==> src/rtl/port_io_pkg.sv <==
// Shared defaults and sizing helpers for the port I/O unit.
package port_io_pkg;
    localparam int DATA_W_DEF    = 16;
    localparam int OUT_DEPTH_DEF = 4;
    localparam int PTR_W         = $clog2(OUT_DEPTH_DEF);

    function automatic int ptr_w(input int depth);
        return (depth > 1) ? $clog2(depth) : 1;
    endfunction
endpackage

==> src/rtl/port_io_unit_fifo.sv <==
// port_sync_fifo: power-of-two synchronous FIFO; a full queue still accepts a push when it pops in the same cycle.
module port_sync_fifo
    import port_io_pkg::*;
#(
    parameter int W     = DATA_W_DEF,
    parameter int DEPTH = OUT_DEPTH_DEF,
    localparam int PW   = ptr_w(DEPTH),
    localparam int CW   = PW + 1
) (
    input  logic          clk,
    input  logic          reset,
    input  logic          push,
    input  logic [W-1:0]  push_data,
    input  logic          pop,
    output logic [W-1:0]  head,
    output logic          full,
    output logic          empty,
    output logic [CW-1:0] count
);
    logic [W-1:0]  mem [DEPTH];
    logic [PW-1:0] wr_ptr;
    logic [PW-1:0] rd_ptr;
    logic          do_push;
    logic          do_pop;

    assign full    = (count == CW'(DEPTH));
    assign empty   = (count == '0);
    assign do_pop  = pop & ~empty;
    assign do_push = push & (~full | do_pop);
    assign head    = mem[rd_ptr];

    // Storage is never cleared; only the pointers and count define contents.
    always_ff @(posedge clk) begin
        if (do_push) mem[wr_ptr] <= push_data;
    end

    always_ff @(posedge clk) begin
        if (reset) begin
            wr_ptr <= '0;
            rd_ptr <= '0;
            count  <= '0;
        end else begin
            if (do_push) wr_ptr <= wr_ptr + 1'b1;
            if (do_pop)  rd_ptr <= rd_ptr + 1'b1;
            case ({do_push, do_pop})
                2'b10:   count <= count + 1'b1;
                2'b01:   count <= count - 1'b1;
                default: count <= count;
            endcase
        end
    end
endmodule

==> src/rtl/port_io_unit.sv <==
// Processor port I/O: queued OUT path toward the device, single-word IN holding register.
// Optional PORT_IO_STATS_EN adds a saturating out_count of device pops.
module port_io_unit
    import port_io_pkg::*;
#(
    parameter int DATA_W    = DATA_W_DEF,
    parameter int OUT_DEPTH = OUT_DEPTH_DEF
) (
    input  logic              clk,
    input  logic              reset,
    input  logic              cpu_out_we,
    input  logic [DATA_W-1:0] cpu_out_data,
    output logic              cpu_stall,
    input  logic              cpu_in_re,
    output logic [DATA_W-1:0] cpu_in_data,
    output logic              cpu_in_valid,
    output logic [DATA_W-1:0] ext_out_data,
    output logic              ext_out_valid,
    input  logic              ext_out_ready,
    input  logic [DATA_W-1:0] ext_in_data,
    input  logic              ext_in_valid,
`ifdef PORT_IO_STATS_EN
    output logic [15:0]       out_count,
`endif
    output logic              ext_in_ready
);
    localparam int CW = ptr_w(OUT_DEPTH) + 1;

    logic              full;
    logic              empty;
    logic [CW-1:0]     fill;
    logic [DATA_W-1:0] head;
    logic              pop;
    logic              push;
    logic              capture;

    assign ext_out_valid = (fill != '0);
    assign ext_out_data  = empty ? '0 : head;
    assign pop           = ext_out_valid & ext_out_ready;
    assign cpu_stall     = cpu_out_we & full & ~pop;
    assign push          = cpu_out_we & ~cpu_stall;

    port_sync_fifo #(.W(DATA_W), .DEPTH(OUT_DEPTH)) u_out_fifo (
        .clk       (clk),
        .reset     (reset),
        .push      (push),
        .push_data (cpu_out_data),
        .pop       (pop),
        .head      (head),
        .full      (full),
        .empty     (empty),
        .count     (fill)
    );

    assign ext_in_ready = ~reset & (~cpu_in_valid | cpu_in_re);
    assign capture      = ext_in_valid & ext_in_ready;

    // A capture wins over a same-cycle read so the fresh word stays pending.
    always_ff @(posedge clk) begin
        if (reset) begin
            cpu_in_data  <= '0;
            cpu_in_valid <= 1'b0;
        end else begin
            if (capture) cpu_in_data <= ext_in_data;
            if (capture)        cpu_in_valid <= 1'b1;
            else if (cpu_in_re) cpu_in_valid <= 1'b0;
        end
    end

`ifdef PORT_IO_STATS_EN
    always_ff @(posedge clk) begin
        if (reset) out_count <= '0;
        else if (pop && out_count != 16'hFFFF) out_count <= out_count + 16'd1;
    end
`endif
endmodule

==> config.mk <==
export PLATFORM = sky130hd
export DESIGN_NAME = port_io_unit
export DESIGN_NICKNAME = d
export VERILOG_FILES = /design/src/rtl/port_io_pkg.sv /design/src/rtl/port_io_unit_fifo.sv /design/src/rtl/port_io_unit.sv
export SDC_FILE = /design/constraint.sdc
export NUM_CORES = 1
export LEC_CHECK = 0
export CORE_MARGIN = 1.5
export CORE_UTILIZATION = 45
export DETAILED_ROUTE_END_ITERATION = 8
export PLACE_DENSITY = 0.71
export SYNTH_ARGS = -nofsm -noshare
export SYNTH_HDL_FRONTEND = slang
export SYNTH_SLANG_ARGS = --single-unit
==> constraint.sdc <==
create_clock -name clk -period 3.7 [get_ports clk]
set_input_delay 0.925 -clock clk [delete_from_list [all_inputs] [get_ports clk]]
set_output_delay 0.925 -clock clk [all_outputs]
set_load 0.1 [all_outputs]
# == Yosys cells after proc, flatten, opt, wreduce, memory -nomap -nowiden ==
# Memories as Yosys holds them, arrays and structs flattened. A register that Yosys moved wholly into a read port is not among the register bits.
# Cells that the tools add are included.
# classes
add_sub_neg,4
n_eq_ne,3
n_mux,8
bitwise_logic,16
reduce_logical,4
# op_table
cell,n
16-bit 2-to-1 mux,1
1-bit bitwise AND,8
1-bit inverter,6
3-bit case mux with 2 select lines,1
"2-bit by 1-bit adder with 2-bit output, second input constant",2
1-bit 2-to-1 mux,4
2-bit 2-to-1 mux,2
2-bit nonzero test,2
"3-bit by 1-bit adder with 3-bit output, second input constant",1
"3-bit equality test, second input constant",1
3-bit logical NOT,1
3-bit nonzero test,1
"3-bit by 1-bit subtractor with 3-bit output, second input constant",1
"2-bit by 1-bit equality test with 1-bit output, second input constant",1
"2-bit equality test, second input constant",1
1-bit bitwise OR,2
# word_totals
ff_bits,24
mem_bits_rw,64
in_bits,38
wordCells,41
n_memories,1
# memory_table
name,words,word_bits,rd,rd_ports_with_merged_regs,write_ports,line,text
u_out_fifo.mem,4,16,1,1,1,port_io_unit_fifo.sv:20,logic [W-1:0] mem [DEPTH];

# == Logic depth before layout (Yosys ltp) ==
# logic_depth
depth_word,9
ltp_mapped,9
ltp_nobuf,9

# == Cells and area by module ==
# A second synthesis with hierarchy kept.
# hier_totals
cells_unflattened,235
area_unflattened_um2,3751.1
# by_module_without_submodules
mod,n_inst,cells_each,area_each_um2,seq_area_each_um2
port_sync_fifo,1,138,2837.7,2102.0
port_io_unit,1,97,913.4,340.3

# == Worst setup path before layout ==
# No wires, ideal clock.
# synth_timing
path_type,input-to-output
from,input port reset
to,output port ext_in_ready
arrival_time_ns,2.505
t_required_ns,2.775
path_slack_ns,0.270
stages,3
path_buffers,2
cell_sequence,buf_6 clkbuf_1 nor2_1
# synth_between
elab_chain_cells,2
# synth_rtl
item,line,text
from (decl),port_io_unit.sv:10,"input logic reset,"
1-bit inverter,port_io_unit.sv:55,assign ext_in_ready = ~reset & (~cpu_in_valid | cpu_in_re);
1-bit bitwise AND,port_io_unit.sv:55,
to (decl),port_io_unit.sv:25,output logic ext_in_ready
# Every way passes these cells.

# == Final worst setup path ==
# layout_timing
from,input port ext_out_ready
to,output port cpu_stall
# layout_between
elab_chain_cells,3
# layout_rtl
item,line,text
from (decl),port_io_unit.sv:19,"input logic ext_out_ready,"
1-bit bitwise AND,port_io_unit.sv:39,assign pop = ext_out_valid & ext_out_ready;
1-bit inverter,port_io_unit.sv:40,assign cpu_stall = cpu_out_we & full & ~pop;
1-bit bitwise AND,port_io_unit.sv:40,
to (decl),port_io_unit.sv:13,"output logic cpu_stall,"
# Every way passes these cells.

==> metrics.csv <==
metric,value,unit
status,finished clean,
clock.fmax,331,MHz
clkLatencyLatePin,0.35,ns
ant_nets,0,
numCtsBuffers,9,
setup_viol,0,
criticalPathCategory,primary input to primary output,
cts_resized,0,
crit_chain,clkdlybuf4s50_1 -> nor4b_1 -> and2_1 -> buf_12,
initial_core_util,46.9,%
r2r_cells,9,
critPathSlowestCell,clkdlybuf4s50_1,
synth_top_cell_area_share,52.7,%
combPwrFrac,47.5,%
ys_ff_latch,90,
seqPwrFrac,35.4,%
final_net_count,341,
syn2layout_area_growth,27.5,%
internal_power,1880,uW
tightest_slew,1.00,ns
placedCellCount,388,
power_density,744,nW/um2
layout-drive-gt1-share,25.2,%
p_clk_share,17.1,%
synth_nets,259,
critical_path_required,2.77,ns
ios,74,
rows,32,
gr-total-overflow,0,
hold_depth,2,
place_ws,0.387,ns
die_w,93.0,um
critPathLaunchType,primary input,
grt_max_degree,22,
grt_usage,16.1,%
cts_sinks,90,
ctsHoldBuffers,0,
drt-total-wl,6280,um
numPortBuffers,73,
drtIter0Drc,129,
slowest_delay,0.44,ns
fin_cells,404,
critPathArrivalTime,2.09,ns
worstHoldPathType,flip-flop to flip-flop,
antenna_found_initial,0,
grt_first_pass_wirelength,10200,um
power.switching,1570,uW
drc,0,
switching_share,45.5,%
synth_area_leaders,"edfxtp_1, dfxtp_1, mux4_2, mux2_4, and2b_1",
clk_path_buf_depth,2,
slew_headroom,33.1,%
path_max_fanout,3,
grt_pass1_vias,2047,
firstDrtPassIters,3,
clk_pin_slew_worst_paths,0.09,ns
synth_top_cell_by_area,edfxtp_1,
antennaDiodeCount,0,
post_cts.repair.setup_buffers,0,
dieArea,8650,um2
core_area,7770,um2
syn_inst,215,
slew_violations,0,
netlist_area,3640,um2
finalCritPeriodShare,81.6,%
worst_slack,0.681,ns
hpwl,4350,um
final.setup_skew,0.00575,ns
synth-seq-area-share,67.0,%
rsz0062_at_grt,false,
vias_per_cell,4.91,
n_fill_cell,627,
ys_warn_count,0,
fin_crit,3.02,ns
fin_tns_setup,0,ns
h-tree-depth,3,
cts_tree,done,
hold_viol,0,
dieHeight,93.0,um
vias,1984,
max_cap_violations,0,
ctsRootBufferMaster,clkbuf_8,
wire_per_inst,15.5,um
leakage,0.00175,uW
globalplace.congestion,0.676,
yosysUniqueCellTypes,29,
ir_drop,0.000286,V
worstSetupEndpointType,primary output,
avgSynthCellArea,16.9,um2
finish.utilization,59.8,%
cells in the final DEF (no fill, tap or decap), drive strengths merged, types with 2 or more instances in the layout:
| cell type | netlist | layout |
|---|---|---|
| and2 | 5 | 5 |
| nor2 | 10 | 10 |
| clkdlybuf4s50 | 0 | 54 |
| or3 | 2 | 2 |
| dfxtp | 26 | 26 |
| mux4 | 16 | 16 |
| edfxtp | 64 | 64 |
| and2b | 19 | 19 |
| clkinv | 0 | 3 |
| buf | 6 | 27 |
| ha | 5 | 5 |
| clkbuf | 4 | 9 |
| a21oi | 3 | 3 |
| mux2 | 17 | 17 |
| inv | 9 | 12 |
| o21ai | 2 | 2 |
| nand2 | 3 | 3 |
| nor2b | 15 | 15 |
| xor2 | 3 | 3 |
metal layers:
layer / vias up / track usage, % / share of wire, %
li1: 945 / - / -
met1: 960 / 18.9 / 41
met2: 69 / 26.5 / 49
met3: 10 / 5.04 / 7.5
met4: 0 / 8.33 / 2.3
met5: - / 0 / 0
logic make-up after synthesis:
| family | synth area share, % |
|---|---|
| fa+ha+maj | 2.27 |
| buf+inv | 2.99 |
| compound gates | 0.893 |
| mux | 16.4 |
| simple gates | 9.65 |
| flops | 67.0 |
| xor+xnor | 0.721 |
final cells by class:
class                           count  area (um2)  share of cell area, %
Clock buffer                        9         124                   2.67
Clock inverter                      7        51.3                   1.10
Inverter                            9        33.8                  0.727
Multi-Input combinational cell    106        1100                   23.6
Sequential cell                    90        2440                   52.6
Tap cell                          102         128                   2.75
Timing Repair Buffer               81         768                   16.5
power by group through the flow:
stage          Combinational, uW  Clock [uW]  Sequential [uW]
4_1_cts                     1660         611             1230
3_3_place_gp                1640           0             1240
5_1_grt                     1720         654             1240
2_1_floorplan               1210           0             1330
6_report                    1640         590             1220
3_5_place_dp                1660           0             1250
synth_stat cells:
master and count:
o21ai_0 2, clkbuf_2 1, buf_1 1, clkbuf_1 3, fa_1 1, mux2_2 7, nand2_1 3, a21oi_1 3
ha_1 5, buf_12 1, mux4_2 16, dfxtp_1 26, or3_1 2, edfxtp_1 64, buf_4 1, nor3_1 1
and2b_1 19, nor2b_1 15, xor2_1 3, buf_2 1, or3b_1 1, nor4b_1 1, and2_1 5, nor2_1 10
buf_6 2, o31ai_1 1, inv_1 9, mux2_4 10, mux2i_1 1
worst max-delay path: cells and delay by family:
| family | cells | cell delay, ns |
|---|---|---|
| buffers and inverters | 2 | 0.62 |
| AND/OR/NAND/NOR | 2 | 0.55 |
metrics by stage:
step	power [uW]	instance area, um2	hold slack, ns
2_1_floorplan	2540	3640	0.459
3_3_place_gp	2890	4470	0.471
3_5_place_dp	2910	4470	0.501
4_1_cts	3500	4640	0.511
5_1_grt	3610	4640	0.517
6_report	3460	4640	0.508
state kept, by name, summed over array words and instances, names as in the netlist, named ones only:
signal             count
u_out_fifo.mem        64
cpu_in_data           16
u_out_fifo.count       3
u_out_fifo.rd_ptr      2
u_out_fifo.wr_ptr      2
cpu_in_valid           1
final timing paths:
kind	from	to	slack, ns
max	ext_out_ready	cpu_stall	0.68
min	u_out_fifo.rd_ptr[1]$_SDFFE_PP0P_	flip-flop	0.51
max reg2reg	u_out_fifo.count[0]$_SDFFE_PP0P_	u_out_fifo.count[2]$_SDFFE_PP0P_	1.35
min reg2reg	u_out_fifo.rd_ptr[1]$_SDFFE_PP0P_	flip-flop	0.51
(Power assumes the default switching activity.)
